### config.mk
export PLATFORM = sky130hd
export DESIGN_NAME = mod_counter
export DESIGN_NICKNAME = d
export VERILOG_FILES = /design/src/rtl/mod_counter.sv
export SDC_FILE = /design/constraint.sdc
export NUM_CORES = 1
export LEC_CHECK = 0
export ABC_AREA = 0
export BUFFER_PORTS_ARGS = -buffer_cell sky130_fd_sc_hd__clkbuf_2
export CORE_ASPECT_RATIO = 0.6
export CORE_MARGIN = 2
export CORE_UTILIZATION = 60
export DETAILED_ROUTE_END_ITERATION = 10
export GPL_ROUTABILITY_DRIVEN = 0
export PLACE_DENSITY = 0.81
export SKIP_CTS_REPAIR_TIMING = 1
export SLEW_MARGIN = 40
export SYNTH_ARGS = -nofsm -noshare
export SYNTH_HDL_FRONTEND = slang
export SYNTH_SLANG_ARGS = --single-unit
### constraint.sdc
create_clock -name clk -period 13.65 [get_ports clk]
set_clock_uncertainty 0.15 [all_clocks]
set_input_delay 2.0475 -clock clk [delete_from_list [all_inputs] [get_ports clk]]
set_output_delay 2.0475 -clock clk [all_outputs]
set_load 0.03 [all_outputs]
### src/rtl/mod_counter.sv
// mod_counter: up/down counter with programmable step and modulus, load, and wrap/saturate limits
module mod_counter #(
    parameter int WIDTH  = 8,
    parameter int STEP_W = 4
) (
    input  logic              clk,
    input  logic              Reset,
    input  logic              nE,
    input  logic              up,
    input  logic [STEP_W-1:0] step,
    input  logic              sat,
    input  logic [WIDTH-1:0]  modulus,
    input  logic              load,
    input  logic [WIDTH-1:0]  load_val,
    output logic [WIDTH-1:0]  count,
    output logic              tc,
    output logic              wrapped,
    output logic              clipped
);
    localparam int E = WIDTH + 2;

    logic [WIDTH-1:0] count_q, count_d;
    logic             wrapped_q, wrapped_d, clipped_q, clipped_d;
    logic [E-1:0]     c, m, st, s, r, dn, wu;

    assign c  = E'(count_q);
    assign m  = E'(modulus);
    assign st = E'(step);
    assign s  = c + st;
    assign r  = s - (m + 1'b1);
    assign dn = c - st;
    assign wu = c + m + 1'b1 - st;

    // next count and event flags; step 0 and M == 0 are handled ahead of the direction paths
    always_comb begin
        count_d   = count_q;
        wrapped_d = 1'b0;
        clipped_d = 1'b0;
        if (load) begin
            count_d = (load_val > modulus) ? modulus : load_val;
        end else if (!nE) begin
            if (step == '0) begin
                count_d   = (count_q > modulus) ? modulus : count_q;
                clipped_d = count_q > modulus;
            end else if (modulus == '0) begin
                count_d   = '0;
                wrapped_d = !sat;
                clipped_d = sat;
            end else if (up) begin
                if (s <= m) begin
                    count_d = WIDTH'(s);
                end else if (sat) begin
                    count_d   = modulus;
                    clipped_d = 1'b1;
                end else begin
                    count_d   = (r <= m) ? WIDTH'(r) : '0;
                    wrapped_d = 1'b1;
                end
            end else begin
                if (st <= c) begin
                    count_d   = (dn > m) ? modulus : WIDTH'(dn);
                    clipped_d = dn > m;
                end else if (sat) begin
                    count_d   = '0;
                    clipped_d = 1'b1;
                end else begin
                    count_d   = (st <= c + m + 1'b1) ? WIDTH'(wu) : modulus;
                    wrapped_d = 1'b1;
                end
            end
        end
    end

    // state register with synchronous reset
    always_ff @(posedge clk) begin
        if (Reset) begin
            count_q   <= '0;
            wrapped_q <= 1'b0;
            clipped_q <= 1'b0;
        end else begin
            count_q   <= count_d;
            wrapped_q <= wrapped_d;
            clipped_q <= clipped_d;
        end
    end

    assign count   = count_q;
    assign wrapped = wrapped_q;
    assign clipped = clipped_q;
    assign tc      = (up && count_q == modulus) || (!up && count_q == '0);
endmodule
==> impl_metrics.csv <==
group,metric,value,unit
power,pwr-share-seq,0.089,
layout,nNetsFinal,609,
synthesis,synth_area_leaders,"ha_1, a21oi_1, dfxtp_1",
cts,clk_pin_slew,0.05,ns
power,power,0.537,mW
cts,cts_root_buf,"clkbuf_8",
synthesis,yosysWarnings,0,
cts,cts_buffer_depth,2,
power,power_density,137,nW/µm²
worst_setup_path,cp.arrival,6.91,ns
grt,grtUsageTotal,0.378,
power,internal-power,0.229,mW
drt,dr.pass1.iters,7,
synthesis,syn_avg_cell_area,7.52,µm²
layout,synthToLayoutAreaGrowth,7.19,%
hold_path,hp-class,"register to register",
drt,drc,0,
synthesis,syn_area,3660,µm²
worst_setup_path,rrSetupSlack,8.24,ns
drt,dr_total_vias,4177,
synthesis,yosysTopAreaCell,"ha_1",
cts,clk_latency,0.25,ns
grt,grt-ovfl-total,0,
placed_design,port_buffers,36,
drt,ant_nets,0,
sta,min_period_over_period,0.508,
synthesis,synth_most_common_cell,"ha_1",
grt,grt_antenna_before_repair,0,
sta,worst_slew_pin_slew,0.763,ns
cts,cts_made_buffers,3,
synthesis,ys_ff_latch,10,
power,pwr-share-comb,0.851,
job,cap_violations,0,
die,dieArea,6750,µm²
synthesis,synth_ff_type,"dfxtp_1",
worst_setup_path,cp_max_fo,8,
layout,multiInputGateArea,3230,µm²
layout,drive_gt1_frac,0.117,
synthesis,netlist.area_leader.share,0.219,
run_status,status,"completed",
cts,h-tree-depth,1,
power,p_sw,0.308,mW
power,clkPwrFrac,0.060,
layout,seqCellArea,200,µm²
worst_setup_path,crit_path_start_kind,"input pin",
drt,vias_per_cell,7.06,
grt,grt_pass1_vias,3774,
sta,timing.final.hold_violations,0,
sta,finalSetupViolations,0,
drt,drt_wl_total,12900,µm
worst_setup_path,setup.worst_path.class,"input pin to register",
synthesis,synthArstFlopShare,0,
die,rows,21,
grt,grt_max_degree,17,
power,max-vdd-ir-drop,0.0000659,V
worst_setup_path,critPathCaptureType,"register",
cts,cts_num_sinks,10,
layout,fill_cells,517,
sta,rsz0062_at_grt,"no",
die,die_w,105,µm
grt,grt_pass1_wl,19900,µm
worst_setup_path,cp.required,13.63,ns
power,switching_share,0.574,
sta,min_period,6.94,ns
placed_design,hpwl,10200,µm
synthesis,synth_common_cells,"ha_1, nand2_1, a21oi_1, inv_1, nor2_1",
sta,setup_tns,0,ns
drt,drtIter0Drc,740,
layout,n_antenna_cell,0,
synthesis,synth_edf_count,0,
cts,cts_tree,"yes",
synthesis,seq_area_frac_synth,0.0548,
sta,drv_slew,0,
power,p_leak,1.83,nW
die,initial_utilization,0.638,
synthesis,synth_cell_types,73,
sta,maxSlewHeadroom,0.488,
synthesis,syn_inst,486,
die,io-pin-count,37,
die,fp.dieH,64.5,µm
drt,wire_per_inst,21.8,µm
die,core,5730,µm²
synthesis,synth_nets,581,
sta,fmax,144,MHz
==> worst paths after layout <==
path,startpoint,to,cells past startpoint
max,step[1],count[2]$_SDFFE_PP0P_,21
min,count[2]$_SDFFE_PP0P_,count[2]$_SDFFE_PP0P_,2
max reg2reg,count[1]$_SDFFE_PP0P_,count[2]$_SDFFE_PP0P_,19
min reg2reg,count[2]$_SDFFE_PP0P_,count[2]$_SDFFE_PP0P_,2
==> final cells by class <==
| type | instances | area share |
|---|---|---|
| multi-input cells | 421 | 0.825 |
| repair buffers | 38 | 0.0498 |
| well taps | 80 | 0.0255 |
| inverters | 40 | 0.0383 |
| flip-flops and latches | 10 | 0.0511 |
| clock buffers | 3 | 0.0105 |
==> cells in the final DEF (no fill, tap or decap), types with 7 or more instances in the layout <==
cell,count
nor4_1,7
a21o_1,9
nand2_1,41
nand3_1,17
mux2i_1,20
xnor2_1,15
inv_1,40
ha_1,64
nand4_1,8
o21ai_0,23
dfxtp_1,10
a211oi_1,9
nor3_1,12
nor2_1,27
xor2_1,11
clkbuf_2,36
a21oi_1,40
nor2b_1,8
o211ai_1,9
==> registers in the layout, summed over array words and instances (netlist names) <==
signal	flops
clipped	1
count	8
wrapped	1
==> worst max-delay path: stages <==
cell and delay [ns]:
clkbuf_2 0.19, inv_1 0.15, ha_1 0.36, or3b_2 0.49
and3_1 0.19, xor2_1 0.15, ha_1 0.40, nand2_1 0.12
o21ai_0 0.24, a21oi_1 0.11, o21ai_0 0.25, xnor2_1 0.20
ha_1 0.31, a211o_1 0.31, a21oi_1 0.12, a31oi_1 0.11
a311oi_2 0.50, nand2_1 0.11, nand2_1 0.09, nand3_1 0.07
a2111oi_0 0.39
==> cell families (layout without fill, tap and decap cells) <==
logic type / after synthesis / after routing / share of synthesized area
compound gates: 147 / 147 / 0.280
flops: 10 / 10 / 0.0548
fa+ha+maj: 69 / 69 / 0.246
buf+inv: 55 / 81 / 0.0613
xor+xnor: 26 / 26 / 0.0623
simple gates: 157 / 157 / 0.235
mux: 22 / 22 / 0.0609
==> power groups by stage <==
stage	clock network [mW]	logic (mW)	registers, mW
6_report	0.0324	0.457	0.0477
3_5_place_dp	0	0.431	0.0469
5_1_grt	0.0331	0.489	0.0476
2_1_floorplan	0	0.321	0.0478
3_3_place_gp	0	0.423	0.0468
4_1_cts	0.0314	0.435	0.0464
==> routing by layer <==
metal	global-route usage	routed length (µm)
met1	0.547	5460
met2	0.512	4720
met3	0.153	2410
met4	0.0933	311
met5	0	0
==> stage by stage <==
stage,hold slack [ns],instances,setup slack [ns],util,area [µm²]
finish,0.537,592,6.71,0.684,3920
global route,0.573,592,6.35,0.684,3920
CTS,0.515,592,6.78,0.684,3920
detailed placement,0.509,589,6.57,0.677,3880
global placement,0.490,589,6.79,0.677,3880
floorplan,0.535,486,7.21,-,3660
No activity file was read; power rests on OpenSTA's default activity.
